`src/rtl/serial_adder.sv`:
```
// Bit-serial WIDTH-bit adder: a small sequencer feeds the single-bit fulladder
// cell one bit pair per clock, LSB first, and closes its carry loop with a flop.

module fulladder (
  input  logic a,
  input  logic b,
  input  logic ci,
  output logic s,
  output logic co
);
  logic axb;

  assign axb = a ^ b;
  assign s   = axb ^ ci;
  assign co  = (a & b) | (ci & axb);
endmodule

module serial_adder #(
  parameter int WIDTH = 8
) (
  input  logic             clk,
  input  logic             rst_n,
  input  logic             in_valid,
  output logic             in_ready,
  input  logic [WIDTH-1:0] a,
  input  logic [WIDTH-1:0] b,
  input  logic             c_in,
  output logic             out_valid,
  input  logic             out_ready,
  output logic [WIDTH-1:0] sum,
  output logic             c_out,
  output logic             busy
);
  localparam int CNT_W = $clog2(WIDTH) + 1;
  localparam logic [CNT_W-1:0] LAST_CNT = CNT_W'(WIDTH - 1);

  typedef enum logic [1:0] {
    IDLE  = 2'd0,
    SHIFT = 2'd1,
    DONE  = 2'd2
  } state_t;

  state_t state_q, state_d;

  logic [WIDTH-1:0] a_sr_q, a_sr_d;
  logic [WIDTH-1:0] b_sr_q, b_sr_d;
  logic [WIDTH-1:0] sum_sr_q, sum_sr_d;
  logic             carry_q, carry_d;
  logic [CNT_W-1:0] cnt_q, cnt_d;
  logic [WIDTH-1:0] sum_q, sum_d;
  logic             c_out_q, c_out_d;

  logic fa_s;
  logic fa_co;
  logic accept;
  logic last_shift;

  fulladder u_fa (
    .a  (a_sr_q[0]),
    .b  (b_sr_q[0]),
    .ci (carry_q),
    .s  (fa_s),
    .co (fa_co)
  );

  assign accept     = (state_q == IDLE) && in_valid;
  assign last_shift = (state_q == SHIFT) && (cnt_q == LAST_CNT);

  // State register
  always_ff @(posedge clk or negedge rst_n) begin
    if (!rst_n) begin
      state_q <= IDLE;
    end else begin
      state_q <= state_d;
    end
  end

  // Next-state logic
  always_comb begin
    state_d = state_q;
    unique case (state_q)
      IDLE:    if (in_valid) state_d = SHIFT;
      SHIFT:   if (cnt_q == LAST_CNT) state_d = DONE;
      DONE:    if (out_ready) state_d = IDLE;
      default: state_d = IDLE;
    endcase
  end

  // Outputs decoded directly from state; no input-to-output path
  always_comb begin
    in_ready  = 1'b0;
    busy      = 1'b0;
    out_valid = 1'b0;
    unique case (state_q)
      IDLE:    in_ready  = 1'b1;
      SHIFT:   busy      = 1'b1;
      DONE:    out_valid = 1'b1;
      default: in_ready  = 1'b0;
    endcase
  end

  // Datapath: load on accept, shift one bit pair per SHIFT cycle
  always_comb begin
    a_sr_d   = a_sr_q;
    b_sr_d   = b_sr_q;
    sum_sr_d = sum_sr_q;
    carry_d  = carry_q;
    cnt_d    = cnt_q;
    sum_d    = sum_q;
    c_out_d  = c_out_q;
    if (accept) begin
      a_sr_d  = a;
      b_sr_d  = b;
      carry_d = c_in;
      cnt_d   = '0;
    end else if (state_q == SHIFT) begin
      a_sr_d   = {1'b0, a_sr_q[WIDTH-1:1]};
      b_sr_d   = {1'b0, b_sr_q[WIDTH-1:1]};
      sum_sr_d = {fa_s, sum_sr_q[WIDTH-1:1]};
      carry_d  = fa_co;
      cnt_d    = cnt_q + 1'b1;
    end
    // Result registers capture the completed word so sum/c_out hold through DONE and IDLE
    if (last_shift) begin
      sum_d   = {fa_s, sum_sr_q[WIDTH-1:1]};
      c_out_d = fa_co;
    end
  end

  always_ff @(posedge clk or negedge rst_n) begin
    if (!rst_n) begin
      a_sr_q   <= '0;
      b_sr_q   <= '0;
      sum_sr_q <= '0;
      carry_q  <= 1'b0;
      cnt_q    <= '0;
      sum_q    <= '0;
      c_out_q  <= 1'b0;
    end else begin
      a_sr_q   <= a_sr_d;
      b_sr_q   <= b_sr_d;
      sum_sr_q <= sum_sr_d;
      carry_q  <= carry_d;
      cnt_q    <= cnt_d;
      sum_q    <= sum_d;
      c_out_q  <= c_out_d;
    end
  end

  assign sum   = sum_q;
  assign c_out = c_out_q;

endmodule

```
`config.mk`:
```
export PLATFORM = sky130hd
export DESIGN_NAME = serial_adder
export DESIGN_NICKNAME = d
export VERILOG_FILES = /design/src/rtl/serial_adder.sv
export SDC_FILE = /design/constraint.sdc
export NUM_CORES = 1
export LEC_CHECK = 0
export CAP_MARGIN = 20
export CORE_MARGIN = 2
export CORE_UTILIZATION = 54
export DETAILED_ROUTE_END_ITERATION = 6
export PLACE_DENSITY = 0.86
export RECOVER_POWER = 25
export SLEW_MARGIN = 10
export SYNTH_ARGS = -nofsm -noshare
export SYNTH_HDL_FRONTEND = slang
export SYNTH_SLANG_ARGS = --single-unit
```
`constraint.sdc`:
```
create_clock -name clk -period 3.8 [get_ports clk]
set_input_delay 0.76 -clock clk [delete_from_list [all_inputs] [get_ports clk]]
set_output_delay 0.76 -clock clk [all_outputs]
set_load 0.1 [all_outputs]
```
==> impl_metrics.yaml, run 1 <==
clock_tree:
  clk_latency_ps: 350
  clockBufferDepth: 2
  cts-root-buf: "clkbuf_4"
  cts-resized-gates: 0
  clk_pin_slew_ps: 120
  htreeDepth: 2
  postCtsHoldBufs: 0
  cts_inserted_buffers: 5
  clkSinkCount: 39
  postCtsSetupBuffers: 0
  tritoncts: "yes"
critical_path:
  slowest_delay_ps: 1160
  crit_path_start: "state_q[0]"
  arrival_ps: 2140
  cp-start-kind: "register"
  cp.required_ps: 3040
  r2r-start: "state_q[1]"
  cp_cell_sequence: "nor2b_1 -> clkdlybuf4s50_1"
  criticalPathCategory: "reg2out"
  r2r_slack_ps: 1790
  crit_slowest_cell: "clkdlybuf4s50_1"
  end_kind: "primary output"
  crit_path_max_fanout: 5
synth:
  synth_edf_count: 0
  synth_top_area_share_pct: 60.28
  syn_area_per_cell_sq_um: 10.65
  synth-xor-area-share_pct: 0
  synth_top_cell_by_area: "dfrtp_1"
  synth.yosys.seq_area_share_pct: 60.28
  synth_compound_area_share_pct: 10.36
  syn-cell-area_sq_um: 1619
  synth_cell_types: 21
  synthTopCellsByArea: "dfrtp_1, nand2_1, a22oi_1"
  yosys_most_used_dff: "dfrtp_1"
  yosysWarnings: 0
  synth.area.mux_share_pct: 6.878
  synth_top_family_by_area: "simple AND/OR/NAND/NOR gates"
  ys_seq_elements: 39
  netlist_instances: 152
  synth-simple-area-share_pct: 17.77
  synthArstFlopShare_pct: 100.0
  synth_fa_ha_area_share_pct: 2.009
  syn-num-nets: 175
routing:
  wirelength_mm: 3.148
  first_pass_iters: 6
  postRouteAntennaNets: 0
  drc: 1
  vias: 1207
  wl_per_cell_um: 14.37
  drt_iter0_drc: 45
  via_per_inst: 5.511
global_route:
  track_usage_pct: 20.88
  grt-ovfl-total: 0
  grt_pass1_vias: 1101
  grt_start_max_net_pins: 40
  grt_pass1_wl_mm: 5.202
  antenna_found_initial: 0
power_and_ir_drop:
  ir_worst_vdd_uv: 577.0
  power_density_nw_per_um2: 923.0
  p_sw_mw: 0.9187
  finalPower_mw: 1.859
  p_int_mw: 0.9406
  p_leak_nw: 0.9769
  comb_power_share_pct: 50.9
  swShare_pct: 49.41
  clkPwrFrac_pct: 11.1
  power_frac_seq_pct: 37.9
placed_design:
  place_area_sq_um: 1954
  dp_hpwl_mm: 2.220
  portBuffers: 32
  place_congestion: 0.7043
floorplanning:
  start_util_pct: 57.72
  rows: 19
  die_w_um: 58.76
  die_area_sq_um: 3452
  io-pin-count: 33
  die_h_um: 58.76
  core_area_sq_um: 2805
cells_and_area:
  final_cell_mix: "nand2_1, dfrtp_1, clkdlybuf4s50_1, a22oi_1, mux2_2"
  fin_area_sq_um: 2014
  final_common_cell: "nand2_1"
  synthToLayoutAreaGrowth_pct: 24.42
  postLayoutCoreUtil_pct: 71.81
  drive_gt1_share_pct: 11.70
  n_antenna_cell: 0
  final_nets: 210
sta:
  fin_crit_sh_pct: 76.26
  fmaxAchievable_ghz: 0.3451
  fin_crit_ps: 2898
  rsz0062_at_grt: "false"
  tightest_slew_ps: 2000
  setup_tns_ps: 0
  worst_hold_slack_ps: 489.2
  slew_violations: 40
  finalSetupViolations: 0
  relSlewSlack_pct: -33.31
  hold_viol: 0
  fin_skew_ps: 12.40
flow_run:
  maxCapViolCount: 1
status:
  outcome: "finished with violations"
  violations: "design-rule violations, max-capacitance violations, max-slew violations"
worst_hold_path:
  hold_path.class: "reg2reg"
  min_from: "a_sr_q[5]"
critical path: cells and delay by family (launching register included):
family / cells / cell delay [ps]
buf+inv: 1 / 1160
flops: 1 / 450
simple gates: 1 / 180
sequential cells by signal (all words and copies together), names as in the netlist:
signal and flops:
c_out 1, a_sr_q 8, b_sr_q 8, sum 8, carry_q 1, cnt_q 4
state_q 2, sum_sr_q 7
per-stage QoR:
stage	std cells	setup slack, ps
after CTS	218	885.5
after floorplan	152	1264
after global placement	210	1352
final	219	902.3
after global routing	219	805.0
after detailed placement	210	1281
logic make-up after synthesis:
| group | count (synthesis) |
|---|---|
| flops | 39 |
| fa+ha+maj | 2 |
| simple gates | 68 |
| buf+inv | 9 |
| compound gates | 24 |
| mux | 10 |
cell usage after synthesis, types with 2 or more instances:
library cell,count
a21o_1,2
a22oi_1,15
buf_2,2
clkbuf_1,4
dfrtp_1,39
mux2_2,9
nand2_1,59
nand2b_1,3
nor3b_1,2
o21ai_0,5
o21bai_1,2
worst paths after layout:
kind                       cells after the start        end
max                                            2  out_valid
min                                            2  a_sr_q[5]
max reg2reg                                    3     sum[5]
min reg2reg                                    2  a_sr_q[5]
max in group asynchronous                      1  b_sr_q[1]
min in group asynchronous                      1  a_sr_q[4]
power by group through the flow:
| stage | clock, mW | combinational [mW] | sequential, mW |
|---|---|---|---|
| after floorplan | 0 | 0.427 | 0.999 |
| after global placement | 0 | 0.923 | 0.700 |
| after detailed placement | 0 | 0.948 | 0.715 |
| after CTS | 0.211 | 0.951 | 0.705 |
| after global routing | 0.231 | 1.01 | 0.729 |
| final | 0.207 | 0.947 | 0.705 |
area by class of cell:
class / instances / area, sq um
clock buffer: 6 / 41.29
clock inverter: 2 / 12.51
fill: 217 / 790.8
inverter: 2 / 7.507
multi-input combinational: 104 / 604.3
sequential: 39 / 975.9
tap: 31 / 38.79
timing repair buffer: 35 / 334.1
metal layers:
layer | track usage [%] | vias to the layer above | routed length (um) | part of all wire, %
li1 | - | 582 | - | -
met1 | 26.81 | 587 | 1293 | 41
met2 | 34.29 | 30 | 1661 | 53
met3 | 4.615 | 8 | 129 | 4.1
met4 | 8.766 | 0 | 63 | 2.0
met5 | 0 | - | 0 | 0
No activity file was read; power rests on OpenSTA's default activity.
==> run 2, diff against run 1 <==
CORE_UTILIZATION = 50   (was 54)
PLACE_DENSITY = 0.81   (was 0.86)
clock period = 2.7 ns   (was 3.8 ns; I/O delays follow)
==> run 2 against run 1 <==
Effect of this change:
- the flow finishes with violations (max-capacitance violations, max-slew violations)
- first-iteration DRC count is 20% higher
- final area is 3.0% higher
- critical path depth is 2 higher
- clock-buffer cell count is 1 lower
- clock power is 130% higher
- register-to-register slack worse by 850 ps
- combinational power is 41% higher
- largest cell class unchanged
==> impl_metrics.yaml, run 2 (same netlist as run 1, synthesis figures left out) <==
critical_path:
  cp_cell_sequence: "nand2b_1 -> buf_4 -> clkinv_1 -> buf_12"
  r2r_slack_ps: 940
  cp-start-kind: "register"
  criticalPathCategory: "reg2out"
  slowest_delay_ps: 420
  arrival_ps: 1450
  crit_path_max_fanout: 15
  crit_slowest_cell: "dfrtp_1"
  cp.required_ps: 2160
  end_kind: "primary output"
sta:
  finalSetupViolations: 0
  fin_crit_ps: 1988
  rsz0062_at_grt: "false"
  fmaxAchievable_ghz: 0.5031
  tightest_slew_ps: 2037
  relSlewSlack_pct: -35.81
  hold_viol: 0
  fin_skew_ps: 9.036
  slew_violations: 40
  fin_crit_sh_pct: 73.61
  setup_tns_ps: 0
clock_tree:
  cts-root-buf: "clkbuf_4"
  tritoncts: "yes"
  clockBufferDepth: 2
  postCtsHoldBufs: 0
  postCtsSetupBuffers: 0
  cts_inserted_buffers: 5
  clk_pin_slew_ps: 120
  cts-resized-gates: 0
  clkSinkCount: 39
  htreeDepth: 2
  clk_latency_ps: 340
global_route:
  grt_pass1_wl_mm: 4.871
  grt_util_met1_pct: 23.92
  grt_pass1_vias: 1101
  track_usage_pct: 18.23
  grt_busiest_layer: "met2"
  grt_use_met3_pct: 3.838
  grt_use_met2_pct: 29.19
  grt_start_max_net_pins: 40
  antenna_found_initial: 0
  grt-ovfl-total: 0
cells_and_area:
  n_antenna_cell: 0
  regArea_sq_um: 975.9
  fillers: 265
  final_common_cell: "nand2_1"
  final_cell_mix: "nand2_1, dfrtp_1, clkdlybuf4s50_1, a22oi_1, buf_4"
  drive_gt1_share_pct: 18.52
  synthToLayoutAreaGrowth_pct: 28.13
  final_nets: 211
  multi_input_area_sq_um: 604.3
  fin_area_sq_um: 2074
floorplanning:
  die_h_um: 60.91
  die_area_sq_um: 3709
  rows: 20
  start_util_pct: 52.60
  die_w_um: 60.91
  io-pin-count: 33
  core_area_sq_um: 3078
worst_hold_path:
  hold_path.class: "reg2reg"
status:
  violations: "max-capacitance violations, max-slew violations"
  outcome: "finished with violations"
routing:
  via_per_inst: 5.094
  drc: 0
  wl_per_cell_um: 12.70
  drt_iter0_drc: 54
  wirelength_mm: 2.959
  postRouteAntennaNets: 0
  first_pass_iters: 4
  vias: 1187
placed_design:
  portBuffers: 32
  dp_hpwl_mm: 2.018
  place_area_sq_um: 1963
  place_congestion: 0.7393
power_and_ir_drop:
  p_leak_nw: 1.027
  ir_worst_vdd_uv: 671.2
  power_density_nw_per_um2: 1353
flow_run:
  maxCapViolCount: 1
## run 2: cell types whose count changed in the layout (fill, tap and decap cells not counted), sizes merged
| cell | change |
|---|---|
| clkdlybuf4s50 | -11 |
| clkbuf | -1 |
| bufinv | +2 |
| clkinv | -1 |
| buf | +12 |
## run 2: final timing paths
check,startpoint,endpoint,depth (start not counted)
setup / recovery,state_q[1],busy,4
hold / removal,a_sr_q[2],a_sr_q[2],2
min in group asynchronous,rst_n,a_sr_q[7],1
hold reg to reg,a_sr_q[2],a_sr_q[2],2
setup reg to reg,state_q[1],sum[6],4
max in group asynchronous,rst_n,a_sr_q[2],1
## run 2: layout make-up
type	count	area share, %
repair buffers	36	15.74
flip-flops and latches	39	47.04
inverters	2	0.3619
clock inverters	3	3.257
well taps	44	2.654
clock buffers	5	1.809
multi-input cells	104	29.13
## run 2: per-stage QoR
step | hold slack, ps | cells | total power [mW] | setup WS (ps) | utilization [%]
floorplan | 244.4 | 152 | 2.007 | 384.3 | -
global placement | 455.4 | 224 | 2.302 | 483.0 | 63.78
detailed placement | 462.9 | 224 | 2.340 | 412.5 | 63.78
CTS | 321.0 | 232 | 2.821 | 688.1 | 67.20
global route | 512.7 | 233 | 2.978 | 430.3 | 67.40
finish | 485.6 | 233 | 2.807 | 712.4 | 67.40
## run 2: critical path, delay by kind of cell, from the launching register on
kind / cells / cell delay [ps]
and+or+nand+nor: 1 / 130
DFF: 1 / 420
buffers and inverters: 3 / 550
## run 2: power breakdown
| group | switching [mW] | internal (mW) | total, mW |
|---|---|---|---|
| combinational | 0.940 | 0.400 | 1.34 |
| sequential | 0.156 | 0.830 | 0.986 |
| clock | 0.193 | 0.288 | 0.481 |
## run 2: routing by layer
metal	up-vias	share of wire (%)
met5	-	0
met4	0	1.9
met3	7	4.2
met2	29	47
met1	565	46
li1	586	-
==> run 3, diff against run 2 <==
clock period = 1.9 ns   (was 2.7 ns; I/O delays follow)
==> run 3 against run 2 <==
Effect of this change:
- the flow now finishes without violations
- non-clock buffer count increased by 5
- total power increased by 44%
- sequential share of layout area decreased by 1.4 points
- combinational power increased by 52%
- clock power increased by 20%
- worst setup slack got worse by 560 ps
- global-route usage increased by 2.5 points
- die area unchanged
- sequential power increased by 44%
- utilization increased by 2.1 points
- largest power group unchanged
==> impl_metrics.yaml, run 3 (same netlist as run 1, synthesis figures left out) <==
routing:
  drt_iter0_drc: 68
  wirelength_mm: 3.264
  drc: 0
  postRouteAntennaNets: 0
  via_per_inst: 5.176
  wl_per_cell_um: 13.71
  first_pass_iters: 4
  vias: 1232
floorplanning:
  die_h_um: 60.91
  die_area_sq_um: 3709
  core_area_sq_um: 3078
  rows: 20
  die_w_um: 60.91
  start_util_pct: 52.60
  io-pin-count: 33
power_and_ir_drop:
  finalPower_mw: 4.038
  power_density_nw_per_um2: 1887
  ir_worst_vdd_uv: 1682
  p_leak_nw: 1.059
sta:
  fin_skew_ps: 12.18
  fin_crit_sh_pct: 91.96
  layout_setup_ws_ps: 152.7
  rsz0062_at_grt: "false"
  slew_violations: 0
  setup_tns_ps: 0
  fin_crit_ps: 1747
  worst_hold_slack_ps: 292.3
  finalSetupViolations: 0
  fmaxAchievable_ghz: 0.5723
  relSlewSlack_pct: 14.19
  tightest_slew_ps: 1287
  hold_viol: 0
global_route:
  grt_pass1_vias: 1157
  grt_busiest_layer: "met2"
  grt-ovfl-total: 0
  grt_use_met3_pct: 6.823
  grt_util_met1_pct: 26.57
  antenna_found_initial: 0
  track_usage_pct: 20.75
  grt_use_met2_pct: 33.49
  grt_start_max_net_pins: 26
  grt_pass1_wl_mm: 5.402
critical_path:
  criticalPathCategory: "reg2out"
  crit_slowest_cell: "dfrtp_1"
  r2r_slack_ps: 250
  cp-start-kind: "register"
  end_kind: "primary output"
  worstReg2RegEnd: "sum[6]"
  cp_cell_sequence: "nand2b_2 -> clkinv_2 -> buf_12"
  slowest_delay_ps: 440
  worstRegToRegCells: 3
  r2r-start: "state_q[1]"
  cp.required_ps: 1520
  crit_path_start: "state_q[1]"
  arrival_ps: 1370
  crit_path_max_fanout: 7
clock_tree:
  htreeDepth: 2
  cts-root-buf: "clkbuf_4"
  tritoncts: "yes"
  clockBufferDepth: 2
  cts_inserted_buffers: 5
  postCtsSetupBuffers: 0
  clk_latency_ps: 350
  clkSinkCount: 39
  clk_pin_slew_ps: 120
status:
  outcome: "finished, final reports clean"
placed_design:
  post-place-ws_ps: 261.4
  dp_hpwl_mm: 2.345
  place_area_sq_um: 2051
  place_inst: 230
  place_congestion: 0.7339
  portBuffers: 32
cells_and_area:
  final_cell_mix: "nand2_1, dfrtp_1, clkdlybuf4s50_1, buf_4, a22oi_1"
  regArea_sq_um: 975.9
  final_nets: 216
  stdcell_count: 238
  fin_area_sq_um: 2140
  postLayoutCoreUtil_pct: 69.51
  final_common_cell: "nand2_1"
  multi_input_area_sq_um: 611.8
  fillers: 225
  drive_gt1_share_pct: 22.68
  synthToLayoutAreaGrowth_pct: 32.15
  n_antenna_cell: 0
worst_hold_path:
  hold_path.class: "in2async"
flow_run:
  maxCapViolCount: 0
## run 3: timing repair
action,CTS,global route
pin swaps,0,0
resized for setup,1,1
hold buffers,0,0
setup endpoints to repair,1,1
## run 3: worst max-delay path, delay by kind of cell (launching register included)
| family | cells | cell delay (ps) |
|---|---|---|
| flops | 1 | 440 |
| buf+inv | 2 | 320 |
| simple gates | 1 | 250 |
## run 3: how the worst max path moves through the flow
stage / depth (start not counted) / slack (ps) / end
after floorplan: 4 / 250 / busy
after global placement: 5 / 310 / cnt_q[3]
after detailed placement: 3 / 260 / sum[6]
after CTS: 3 / 50 / busy
after global routing: 3 / 80 / busy
final: 3 / 150 / busy
## run 3: layer usage
layer | vias up | share of wire, %
li1 | 590 | -
met1 | 599 | 42
met2 | 38 | 51
met3 | 5 | 5.5
met4 | 0 | 1.2
met5 | - | 0
## run 3: power breakdown
group / switching [mW] / internal, mW
logic: 1.38 / 0.664
registers: 0.240 / 1.18
clock network: 0.266 / 0.311
total: 1.88 / 2.15
## run 3: layout make-up
| cell class | instances | share of cell area, % |
|---|---|---|
| Clock buffer | 6 | 2.398 |
| Clock inverter | 2 | 1.637 |
| Inverter | 2 | 0.4094 |
| Multi-Input combinational cell | 104 | 28.60 |
| Sequential cell | 39 | 45.61 |
| Tap cell | 44 | 2.573 |
| Timing Repair Buffer | 41 | 18.77 |
